===== config.mk =====
export PLATFORM = sky130hd
export DESIGN_NAME = ps2_scancode_rx
export DESIGN_NICKNAME = d
export VERILOG_FILES = /design/src/rtl/ps2_scancode_rx_pkg.sv /design/src/rtl/ps2_scancode_rx_sync_fifo.sv /design/src/rtl/ps2_scancode_rx.sv
export SDC_FILE = /design/constraint.sdc
export NUM_CORES = 1
export LEC_CHECK = 0
export CORE_MARGIN = 3
export CORE_UTILIZATION = 43
export CTS_BUF_LIST = sky130_fd_sc_hd__clkbuf_4 sky130_fd_sc_hd__clkbuf_8
export CTS_CLUSTER_SIZE = 10
export DETAILED_ROUTE_END_ITERATION = 6
export PLACE_DENSITY = 0.64
export RECOVER_POWER = 100
export SYNTH_ARGS = -nofsm -noshare
export SYNTH_HDL_FRONTEND = slang
export SYNTH_HIERARCHICAL = 1
export SYNTH_SLANG_ARGS = --single-unit

===== constraint.sdc =====
create_clock -name clk -period 3.48 [get_ports clk]
set_input_delay 0.522 -clock clk [delete_from_list [all_inputs] [get_ports clk]]
set_output_delay 0.522 -clock clk [all_outputs]
set_load 0.01 [all_outputs]

===== src/rtl/ps2_scancode_rx_pkg.sv =====
// rtl/ps2_scancode_rx_pkg.sv - shared constants, types and helpers for the PS/2 receiver
//
// Purpose: scan-code byte values, prefix encodings, frame FSM state codes,
//          the 11-bit event layout and the frame parity helper.
// Ports:   none (package).
package ps2_scancode_rx_pkg;

    localparam logic [7:0] PS2_PFX_E0 = 8'hE0;
    localparam logic [7:0] PS2_PFX_E1 = 8'hE1;
    localparam logic [7:0] PS2_BREAK  = 8'hF0;
    localparam logic [7:0] PS2_PAUSE  = 8'h77;

    localparam logic [1:0] PFX_NONE = 2'b00;
    localparam logic [1:0] PFX_E0   = 2'b01;
    localparam logic [1:0] PFX_E1   = 2'b10;

    localparam int EV_W = 11;

    typedef enum logic [1:0] {
        ST_IDLE = 2'd0,
        ST_DATA = 2'd1,
        ST_PAR  = 2'd2,
        ST_STOP = 2'd3
    } ps2_state_t;

    typedef struct packed {
        logic [1:0] pfx;
        logic       brk;
        logic [7:0] code;
    } ps2_ev_t;

    // PS/2 uses odd parity: data bits plus parity bit must hold an odd number of ones.
    function automatic logic odd_parity_ok(input logic [7:0] data, input logic par);
        return ^{data, par};
    endfunction

endpackage


===== src/rtl/ps2_scancode_rx_sync_fifo.sv =====
// rtl/ps2_scancode_rx_sync_fifo.sv - reusable synchronous FIFO with count, full and empty
//
// Purpose: single-clock FIFO; head entry is presented combinationally on o_rdata.
// Ports:   clk, rst          clock and synchronous active-high reset
//          i_push, i_wdata   write request and data
//          i_pop             read request (ignored when empty)
//          o_rdata           head entry
//          o_count           number of stored entries
//          o_full, o_empty   occupancy flags
module sync_fifo #(
    parameter int WIDTH = 11,
    parameter int DEPTH = 8
) (
    input  logic                     clk,
    input  logic                     rst,
    input  logic                     i_push,
    input  logic [WIDTH-1:0]         i_wdata,
    input  logic                     i_pop,
    output logic [WIDTH-1:0]         o_rdata,
    output logic [$clog2(DEPTH):0]   o_count,
    output logic                     o_full,
    output logic                     o_empty
);

    localparam int AW = $clog2(DEPTH);

    logic [WIDTH-1:0] r_mem [DEPTH];
    logic [AW-1:0]    r_wr_ptr;
    logic [AW-1:0]    r_rd_ptr;
    logic [AW:0]      r_count;
    logic             w_do_push;
    logic             w_do_pop;

    assign o_full  = (r_count == (AW+1)'(DEPTH));
    assign o_empty = (r_count == '0);
    assign o_count = r_count;
    assign o_rdata = r_mem[r_rd_ptr];

    // A push into a full FIFO is still accepted when the head leaves in the same
    // cycle: the write lands in the slot being vacated.
    assign w_do_push = i_push && (!o_full || i_pop);
    assign w_do_pop  = i_pop && !o_empty;

    always_ff @(posedge clk) begin
        if (w_do_push) begin
            r_mem[r_wr_ptr] <= i_wdata;
        end
    end

    always_ff @(posedge clk) begin
        if (rst) begin
            r_wr_ptr <= '0;
            r_rd_ptr <= '0;
            r_count  <= '0;
        end else begin
            if (w_do_push) begin
                r_wr_ptr <= r_wr_ptr + 1'b1;
            end
            if (w_do_pop) begin
                r_rd_ptr <= r_rd_ptr + 1'b1;
            end
            case ({w_do_push, w_do_pop})
                2'b10:   r_count <= r_count + 1'b1;
                2'b01:   r_count <= r_count - 1'b1;
                default: r_count <= r_count;
            endcase
        end
    end

endmodule


===== src/rtl/ps2_scancode_rx.sv =====
// rtl/ps2_scancode_rx.sv - PS/2 keyboard receiver with scan-code decoder, event FIFO and history
//
// Purpose: synchronises and filters the PS/2 bus, receives 11-bit frames, checks
//          parity/stop/timeout, folds E0/E1/F0 sequences into make/break events,
//          queues them and keeps a make-code history for the display path.
// Ports:   clk, rst                 clock, synchronous active-high reset
//          kbclk, kbdata            raw asynchronous PS/2 bus
//          ev_valid/ev_ready        event FIFO handshake
//          ev_pfx, ev_brk, ev_code  head event fields (0 while FIFO empty)
//          disp                     make-code history, [7:0] newest
//          rx_busy                  frame FSM not idle
//          err_par, err_frm         one-cycle error pulses
//          overflow                 sticky event-dropped flag
module ps2_scancode_rx #(
    parameter int SYNC_STAGES    = 2,
    parameter int FILTER_LEN     = 8,
    parameter int TIMEOUT_CYCLES = 50000,
    parameter int FIFO_DEPTH     = 8,
    parameter int HIST_BYTES     = 2
) (
    input  logic                    clk,
    input  logic                    rst,
    input  logic                    kbclk,
    input  logic                    kbdata,
    output logic                    ev_valid,
    input  logic                    ev_ready,
    output logic [1:0]              ev_pfx,
    output logic                    ev_brk,
    output logic [7:0]              ev_code,
    output logic [8*HIST_BYTES-1:0] disp,
    output logic                    rx_busy,
    output logic                    err_par,
    output logic                    err_frm,
    output logic                    overflow
);

    import ps2_scancode_rx_pkg::*;

    localparam int FLT_W = $clog2(FILTER_LEN);
    localparam int TO_W  = $clog2(TIMEOUT_CYCLES);
    localparam logic [FLT_W-1:0] FLT_MAX = FLT_W'(FILTER_LEN - 1);
    localparam logic [TO_W-1:0]  TO_MAX  = TO_W'(TIMEOUT_CYCLES - 1);

    // ---------------- synchroniser ----------------
    logic [SYNC_STAGES-1:0] r_clk_sync;
    logic [SYNC_STAGES-1:0] r_dat_sync;
    logic                   w_clk_s;
    logic                   w_dat_s;

    always_ff @(posedge clk) begin
        if (rst) begin
            r_clk_sync <= '1;
            r_dat_sync <= '1;
        end else begin
            r_clk_sync <= {r_clk_sync[SYNC_STAGES-2:0], kbclk};
            r_dat_sync <= {r_dat_sync[SYNC_STAGES-2:0], kbdata};
        end
    end

    assign w_clk_s = r_clk_sync[SYNC_STAGES-1];
    assign w_dat_s = r_dat_sync[SYNC_STAGES-1];

    // ---------------- glitch filter and strobe ----------------
    logic [FLT_W-1:0] r_flt_cnt;
    logic             r_flt;
    logic             r_flt_q;
    logic             w_strobe;

    // The filtered clock follows the synchronised clock only after FILTER_LEN
    // consecutive samples disagree with it; any agreeing sample restarts the count.
    always_ff @(posedge clk) begin
        if (rst) begin
            r_flt_cnt <= '0;
            r_flt     <= 1'b1;
            r_flt_q   <= 1'b1;
        end else begin
            r_flt_q <= r_flt;
            if (w_clk_s == r_flt) begin
                r_flt_cnt <= '0;
            end else if (r_flt_cnt == FLT_MAX) begin
                r_flt     <= w_clk_s;
                r_flt_cnt <= '0;
            end else begin
                r_flt_cnt <= r_flt_cnt + 1'b1;
            end
        end
    end

    assign w_strobe = r_flt_q && !r_flt;

    // ---------------- frame FSM ----------------
    ps2_state_t       r_state;
    ps2_state_t       w_state_nxt;
    logic [2:0]       r_bit_cnt;
    logic [7:0]       r_shift;
    logic             r_par;
    logic [TO_W-1:0]  r_to_cnt;
    logic             w_timeout;
    logic             w_frame_end;
    logic             w_par_ok;
    logic             w_stop_ok;

    always_ff @(posedge clk) begin
        if (rst) begin
            r_state <= ST_IDLE;
        end else begin
            r_state <= w_state_nxt;
        end
    end

    always_comb begin
        w_state_nxt = r_state;
        w_timeout   = 1'b0;
        w_frame_end = 1'b0;
        case (r_state)
            ST_IDLE: if (w_strobe && !w_dat_s) w_state_nxt = ST_DATA;
            ST_DATA: if (w_strobe && r_bit_cnt == 3'd7) w_state_nxt = ST_PAR;
            ST_PAR:  if (w_strobe) w_state_nxt = ST_STOP;
            ST_STOP: begin
                if (w_strobe) begin
                    w_state_nxt = ST_IDLE;
                    w_frame_end = 1'b1;
                end
            end
            default: w_state_nxt = ST_IDLE;
        endcase
        // A strobe arriving on the expiry cycle keeps the frame alive.
        if (r_state != ST_IDLE && !w_strobe && r_to_cnt == TO_MAX) begin
            w_state_nxt = ST_IDLE;
            w_timeout   = 1'b1;
        end
    end

    always_ff @(posedge clk) begin
        if (rst) begin
            r_bit_cnt <= '0;
            r_shift   <= '0;
            r_par     <= 1'b0;
            r_to_cnt  <= '0;
        end else begin
            if (w_strobe) begin
                case (r_state)
                    ST_IDLE: r_bit_cnt <= '0;
                    ST_DATA: begin
                        r_shift   <= {w_dat_s, r_shift[7:1]};
                        r_bit_cnt <= r_bit_cnt + 1'b1;
                    end
                    ST_PAR:  r_par <= w_dat_s;
                    default: ;
                endcase
            end
            if (r_state == ST_IDLE || w_strobe) begin
                r_to_cnt <= '0;
            end else if (r_to_cnt != TO_MAX) begin
                r_to_cnt <= r_to_cnt + 1'b1;
            end
        end
    end

    assign w_par_ok  = odd_parity_ok(r_shift, r_par);
    assign w_stop_ok = w_dat_s;

    // ---------------- frame result register ----------------
    logic       r_byte_vld;
    logic [7:0] r_byte;
    logic       r_err_par;
    logic       r_err_frm;

    always_ff @(posedge clk) begin
        if (rst) begin
            r_byte_vld <= 1'b0;
            r_byte     <= '0;
            r_err_par  <= 1'b0;
            r_err_frm  <= 1'b0;
        end else begin
            r_byte_vld <= w_frame_end && w_par_ok && w_stop_ok;
            r_err_par  <= w_frame_end && !w_par_ok;
            r_err_frm  <= (w_frame_end && !w_stop_ok) || w_timeout;
            if (w_frame_end) begin
                r_byte <= r_shift;
            end
        end
    end

    // ---------------- scan-code decoder ----------------
    logic [1:0] r_pfx;
    logic       r_brk;
    logic       r_in_pause;
    logic [2:0] r_pause_cnt;
    logic       w_emit;
    ps2_ev_t    w_ev;

    always_comb begin
        w_emit = 1'b0;
        w_ev   = '0;
        if (r_byte_vld) begin
            if (r_in_pause) begin
                // The seventh swallowed byte completes the pause sequence.
                if (r_pause_cnt == 3'd6) begin
                    w_emit     = 1'b1;
                    w_ev.pfx   = PFX_E1;
                    w_ev.brk   = 1'b0;
                    w_ev.code  = PS2_PAUSE;
                end
            end else if (r_byte != PS2_PFX_E0 && r_byte != PS2_BREAK && r_byte != PS2_PFX_E1) begin
                w_emit    = 1'b1;
                w_ev.pfx  = r_pfx;
                w_ev.brk  = r_brk;
                w_ev.code = r_byte;
            end
        end
    end

    always_ff @(posedge clk) begin
        if (rst) begin
            r_pfx       <= PFX_NONE;
            r_brk       <= 1'b0;
            r_in_pause  <= 1'b0;
            r_pause_cnt <= '0;
        end else if (r_byte_vld) begin
            if (r_in_pause) begin
                if (r_pause_cnt == 3'd6) begin
                    r_in_pause <= 1'b0;
                end else begin
                    r_pause_cnt <= r_pause_cnt + 1'b1;
                end
            end else begin
                case (r_byte)
                    PS2_PFX_E0: r_pfx <= PFX_E0;
                    PS2_BREAK:  r_brk <= 1'b1;
                    PS2_PFX_E1: begin
                        r_in_pause  <= 1'b1;
                        r_pause_cnt <= '0;
                        r_pfx       <= PFX_NONE;
                        r_brk       <= 1'b0;
                    end
                    default: begin
                        r_pfx <= PFX_NONE;
                        r_brk <= 1'b0;
                    end
                endcase
            end
        end else if (r_err_par || r_err_frm) begin
            // Errors abandon a pause silently but keep pending E0/F0 flags.
            r_in_pause <= 1'b0;
        end
    end

    // ---------------- event FIFO ----------------
    logic [EV_W-1:0]             w_fifo_rdata;
    logic [$clog2(FIFO_DEPTH):0] w_fifo_count;
    logic                        w_fifo_full;
    logic                        w_fifo_empty;
    logic                        w_pop;
    ps2_ev_t                     w_head;
    logic                        r_overflow;

    assign w_pop = ev_ready && !w_fifo_empty;

    sync_fifo #(
        .WIDTH (EV_W),
        .DEPTH (FIFO_DEPTH)
    ) u_fifo (
        .clk     (clk),
        .rst     (rst),
        .i_push  (w_emit),
        .i_wdata (w_ev),
        .i_pop   (w_pop),
        .o_rdata (w_fifo_rdata),
        .o_count (w_fifo_count),
        .o_full  (w_fifo_full),
        .o_empty (w_fifo_empty)
    );

    assign w_head   = w_fifo_rdata;
    assign ev_valid = (w_fifo_count != '0);
    // Unwritten FIFO storage is never exposed: fields read 0 while empty.
    assign ev_pfx   = ev_valid ? w_head.pfx  : '0;
    assign ev_brk   = ev_valid ? w_head.brk  : 1'b0;
    assign ev_code  = ev_valid ? w_head.code : '0;

    always_ff @(posedge clk) begin
        if (rst) begin
            r_overflow <= 1'b0;
        end else if (w_emit && w_fifo_full && !w_pop) begin
            r_overflow <= 1'b1;
        end
    end

    // ---------------- make-code history ----------------
    logic [8*HIST_BYTES-1:0] r_disp;
    logic [8*HIST_BYTES-1:0] w_disp_nxt;

    if (HIST_BYTES == 1) begin : g_hist1
        always_comb w_disp_nxt = w_ev.code;
    end else begin : g_histn
        always_comb w_disp_nxt = {r_disp[8*HIST_BYTES-9:0], w_ev.code};
    end

    // Updated from the decoder, not the FIFO, so dropped make events still show.
    always_ff @(posedge clk) begin
        if (rst) begin
            r_disp <= '0;
        end else if (w_emit && !w_ev.brk) begin
            r_disp <= w_disp_nxt;
        end
    end

    assign disp     = r_disp;
    assign rx_busy  = (r_state != ST_IDLE);
    assign err_par  = r_err_par;
    assign err_frm  = r_err_frm;
    assign overflow = r_overflow;

endmodule


==> results of run 1 <==
routing by layer:
metal / vias up / wire length (um) / GRT usage
li1: 2187 / - / -
met1: 2165 / 6030 / 0.192
met2: 75 / 6910 / 0.268
met3: 4 / 634 / 0.0422
met4: 0 / 78 / 0.0543
met5: - / 0 / 0
per-stage QoR:
| step | instance area [sq um] | util | std cells | worst slack (ns) | hold WS (ns) |
|---|---|---|---|---|---|
| 5_1_grt | 8230 | 0.496 | 855 | 0.110 | 0.438 |
| 4_1_cts | 8290 | 0.500 | 855 | 0.238 | 0.421 |
| 2_1_floorplan | 7300 | - | 580 | 0.732 | 0.389 |
| 3_5_place_dp | 7920 | 0.478 | 823 | 0.317 | 0.401 |
| 3_3_place_gp | 7920 | 0.478 | 823 | 0.414 | 0.395 |
| 6_report | 8230 | 0.496 | 855 | 0.311 | 0.417 |
kinds of logic after synthesis:
group	after synthesis
AOI/OAI and AO/OA	60
xor gates and xnor gates	25
adders and majority gates	16
buffers and inverters	44
DFF	174
muxes	58
and+or+nand+nor	203
state kept, by name, summed over array words and instances (netlist names), 3 cells and up, named ones only:
register,flops
disp,16
r_bit_cnt,3
r_byte,8
r_flt_cnt,3
r_pause_cnt,3
r_shift,8
r_to_cnt,16
u_fifo/o_count,4
u_fifo/r_mem,88
u_fifo/r_rd_ptr,3
u_fifo/r_wr_ptr,3
cell type report:
class                      instances  area share
clock buffer                      18      0.0294
clock inverter                    14      0.0160
inverter                          19     0.00867
multi-input combinational        362       0.333
sequential                       174       0.530
tap                              220      0.0335
timing repair buffer              48      0.0494
path summary, 6_finish.rpt:
check / start / end / depth (start not counted)
setup / recovery: flip-flop / ev_code[1] / 5
hold / removal: r_dat_sync[0] / r_dat_sync[1] / 1
hold reg to reg: r_dat_sync[0] / r_dat_sync[1] / 1
setup reg to reg: r_in_pause / u_fifo/r_mem[4][9] / 8
cell usage after synthesis, drive strengths merged, types with 13 or more instances:
master  count  share of area
mux2i      23          0.032
nor2       52          0.027
nand2      54          0.028
xor2       16          0.019
mux4       22          0.068
edfxtp     88           0.36
clkbuf     17         0.0087
dfxtp      86           0.24
inv        18         0.0093
a21oi      27          0.019
nor2b      17          0.015
ha         16          0.027
nor3       13         0.0089
mux2       13          0.020
where the power goes:
part           internal (uW)  switching [uW]
Clock                    584             733
Combinational           6.84            15.6
Sequential              2130            1.31
==> impl_metrics.py, run 1 <==
metrics = {
    "critical_path": {
        "cp-end-kind": "output pin",
        "path_buf_inv": 2,
        "critPathSlowestCell": "mux4_2",
        "startpoint_type": "flip-flop",
        "crit_arrival_ns": 2.65,
        "critPathMaxFanout": 22,
        "worstPathCellList": "buf_4 > mux4_2 > mux2_2 > nor2b_1 > clkdlybuf4s50_1",
        "cp_slowest_stage_delay_ns": 0.56,
        "r2r_slack_ns": 0.38,
        "cp.required_ns": 2.96,
        "crit_type": "reg2out",
        "critPathTopFamily": "buffers and inverters",
    },
    "floorplan": {
        "initial_core_util": 0.440,
        "dieArea_sq_um": 18600,
        "ios": 37,
        "coreArea_sq_um": 16600,
        "die_h_um": 136,
        "rows": 47,
        "die_x_um": 136,
    },
    "global_routing": {
        "grt_max_degree": 59,
        "grt_pass1_wl_um": 22400,
        "grt_pass1_vias": 4490,
        "antenna_found_initial": 0,
        "track_usage": 0.157,
        "gr-total-overflow": 0,
    },
    "clock_network": {
        "post_cts_buffers": 0,
        "cts_tree": "built",
        "cts_sinks": 174,
        "root_buffer": "clkbuf_8",
        "cts_made_buffers": 17,
        "clk_pin_slew_worst_paths_ns": 0.09,
        "clk_path_buf_depth": 2,
        "hold_buffers": 0,
        "cts_resized": 0,
        "clkLatencyLatePin_ns": 0.45,
        "cts_htree_levels": 4,
    },
    "logic_synthesis": {
        "yosysSeqAreaShare": 0.598,
        "syn_area_sq_um": 7300,
        "ys_ff_latch": 174,
        "ys.flop_type": "edfxtp_1",
        "synthXorXnorAreaFrac": 0.0329,
        "syn-num-nets": 601,
        "synth_top_family_by_area": "simple AND/OR/NAND/NOR gates",
        "synth.avg_cell_area_sq_um": 12.6,
        "synth.distinct_cells": 59,
        "syn_inst": 580,
        "yosys.area_share.adder": 0.0274,
        "yosysWarningCount": 6,
        "synth_compound_gate_area_share": 0.0536,
        "synth_simple_gate_area_share": 0.143,
        "synth-edff-count": 88,
        "async_flop_share": 0,
        "synthMuxAreaShare": 0.119,
    },
    "layout": {
        "layout_commonest_cell": "edfxtp_1",
        "area.sequential_sq_um": 4360,
        "drive_gt1_frac": 0.128,
        "antenna_cells": 0,
        "final_nets": 643,
        "fillers": 1476,
        "multiInputGateArea_sq_um": 2740,
        "area_growth_pct": 12.6,
        "mostFrequentLayoutCells": "edfxtp_1, dfxtp_1, nand2_1",
    },
    "sta": {
        "rsz0062_at_grt": "no",
        "layout_min_cycle_time_ns": 3.17,
        "fin_crit_sh": 0.911,
        "fin_tns_setup_ns": 0,
        "setup_viol": 0,
        "worst_slew_pin_slew_ns": 2.36,
        "fin_skew_ns": 0.0103,
        "hold_viol_final": 0,
        "relSlewSlack": -0.577,
        "drv_slew": 59,
        "fmax_mhz": 316,
    },
    "power": {
        "p_leak_uw": 0.00312,
        "power_uw": 3470,
        "p_per_area_nw_per_um2": 422,
        "vdd_drop_max_mv": 0.461,
    },
    "route": {
        "postRouteAntennaNets": 0,
        "num_vias": 4431,
        "viasPerCell": 5.18,
        "routed_wl_um": 13700,
        "wire_per_inst_um": 16.0,
        "firstDrtPassIters": 5,
        "drt_iter0_drc": 267,
        "drc_errors": 0,
    },
    "placed_design": {
        "gp_congestion": 0.782,
        "numPortBuffers": 36,
        "dp_hpwl_um": 8950,
    },
    "status": {
        "violations": "max-capacitance violations, max-slew violations",
        "status": "finished with violations",
    },
    "flow_run": {
        "cap_violations": 1,
    },
    "min_path": {
        "hold_class": "reg2reg",
    },
}
(Power assumes the default switching activity.)
==> run 2: changes to the inputs <==
DONT_BUFFER_PORTS = 1   (was not set)
PLACE_DENSITY = 0.62   (was 0.64)
==> run 2 against run 1 <==
Compared with the run above: the flow now finishes without violations; first-iteration DRC count is 26% lower; critical path depth decreased by 1; worst setup slack improved by 0.12 ns; largest cell class unchanged.
==> impl_metrics.py, run 2 (synthesis results as in run 1) <==
metrics = {
    "layout": {
        "layout_commonest_cell": "edfxtp_1",
        "top_register": "u_fifo/r_mem",
        "drive_gt1_frac": 0.130,
        "area_growth_pct": 8.26,
        "antenna_cells": 0,
        "final_nets": 606,
        "largest_reg_flops": 88,
        "mostFrequentLayoutCells": "edfxtp_1, dfxtp_1, nand2_1",
        "fin_area_sq_um": 7910,
        "fillers": 1499,
    },
    "clock_network": {
        "post_cts_buffers": 0,
        "cts_sinks": 174,
        "clk_pin_slew_worst_paths_ns": 0.10,
        "cts_tree": "built",
        "hold_buffers": 0,
        "cts_htree_levels": 4,
        "cts_resized": 0,
        "root_buffer": "clkbuf_8",
        "clk_path_buf_depth": 2,
        "cts_made_buffers": 17,
        "clkLatencyLatePin_ns": 0.47,
    },
    "critical_path": {
        "critPathMaxFanout": 22,
        "cp.required_ns": 2.96,
        "crit_arrival_ns": 2.53,
        "crit_type": "reg2out",
        "cp-end-kind": "output pin",
        "startpoint_type": "flip-flop",
    },
    "power": {
        "vdd_drop_max_mv": 0.317,
        "internal_power_uw": 2800,
        "power_uw": 3580,
        "p_leak_uw": 0.00294,
        "p_seq_frac": 0.596,
        "share_comb_of_total_power": 0.002,
        "switching_share": 0.219,
        "clkPwrFrac": 0.402,
        "netSwitchingPower_uw": 783,
        "p_per_area_nw_per_um2": 453,
    },
    "placed_design": {
        "place_ws_ns": 0.519,
        "dpl-instance-area_sq_um": 7560,
        "numPortBuffers": 0,
        "gp_congestion": 0.836,
        "dp_hpwl_um": 9140,
    },
    "floorplan": {
        "rows": 47,
        "die_h_um": 136,
        "dieArea_sq_um": 18600,
        "ios": 37,
        "initial_core_util": 0.440,
        "coreArea_sq_um": 16600,
        "die_x_um": 136,
    },
    "sta": {
        "fin_crit_sh": 0.876,
        "rsz0062_at_grt": "no",
        "fmax_mhz": 328,
        "layout_min_cycle_time_ns": 3.05,
        "drv_slew": 0,
        "fin_tns_setup_ns": 0,
        "fin_ws_ns": 0.432,
        "fin_skew_ns": 0.0136,
        "relSlewSlack": 0.0715,
        "setup_viol": 0,
        "timing.hold.ws_ns": 0.139,
        "worst_slew_pin_slew_ns": 1.39,
        "hold_viol_final": 0,
    },
    "route": {
        "drc_errors": 0,
        "wire_per_inst_um": 17.0,
        "postRouteAntennaNets": 0,
        "drt_iter0_drc": 197,
        "firstDrtPassIters": 6,
        "num_vias": 4335,
        "viasPerCell": 5.30,
        "routed_wl_um": 13900,
    },
    "global_routing": {
        "gr-total-overflow": 0,
        "grt_max_degree": 60,
        "grt_pass1_wl_um": 22800,
        "track_usage": 0.161,
        "grt_pass1_vias": 4494,
        "antenna_found_initial": 0,
    },
    "status": {
        "status": "finished clean",
    },
    "flow_run": {
        "cap_violations": 0,
    },
    "min_path": {
        "hold_class": "in2reg",
    },
}
-- run 2: final cells by class --
type / count / area [sq um] / area share
clock buffer: 17 / 234 / 0.0296
inverter: 19 / 71.3 / 0.00902
timing repair buffer: 11 / 46.3 / 0.00586
clock inverter: 15 / 175 / 0.0222
tap: 220 / 275 / 0.0348
multi-input combinational: 362 / 2740 / 0.347
sequential: 174 / 4360 / 0.552
-- run 2: metal layers --
metal,share of wire,GRT usage,wire length (um)
met1,0.45,0.197,6200
met2,0.49,0.264,6790
met3,0.043,0.0377,602
met4,0.020,0.0873,276
met5,0,0,0
-- run 2: critical path: stages, from the launching register on --
cell      delay [ns]
dfxtp_1         0.32
clkbuf_2        0.66
mux4_2          0.60
mux2_1          0.31
nor2b_1         0.17
-- run 2: path summary, 6_finish.rpt --
check / end / cells after the start / from / slack [ns]
max: ev_code[7] / 4 / flip-flop / 0.43
min: r_byte[6] / 1 / rst / 0.14
max reg2reg: u_fifo/o_count[2] / 12 / r_in_pause / 0.46
min reg2reg: r_dat_sync[1] / 1 / r_dat_sync[0] / 0.43
-- run 2: power groups by stage --
| stage | Sequential, uW | Clock (uW) | Combinational (uW) |
|---|---|---|---|
| after floorplan | 2180 | 0 | 15.1 |
| after global placement | 2180 | 0 | 7.97 |
| after detailed placement | 2180 | 0 | 8.33 |
| after CTS | 2130 | 1470 | 8.31 |
| after global routing | 2130 | 1550 | 9.28 |
| final | 2130 | 1440 | 8.18 |
-- run 2: metrics by stage --
step                      cells   util
after floorplan             580      -
after global placement      786  0.456
after detailed placement    786  0.456
after CTS                   818  0.480
after global routing        818  0.477
final                       818  0.477
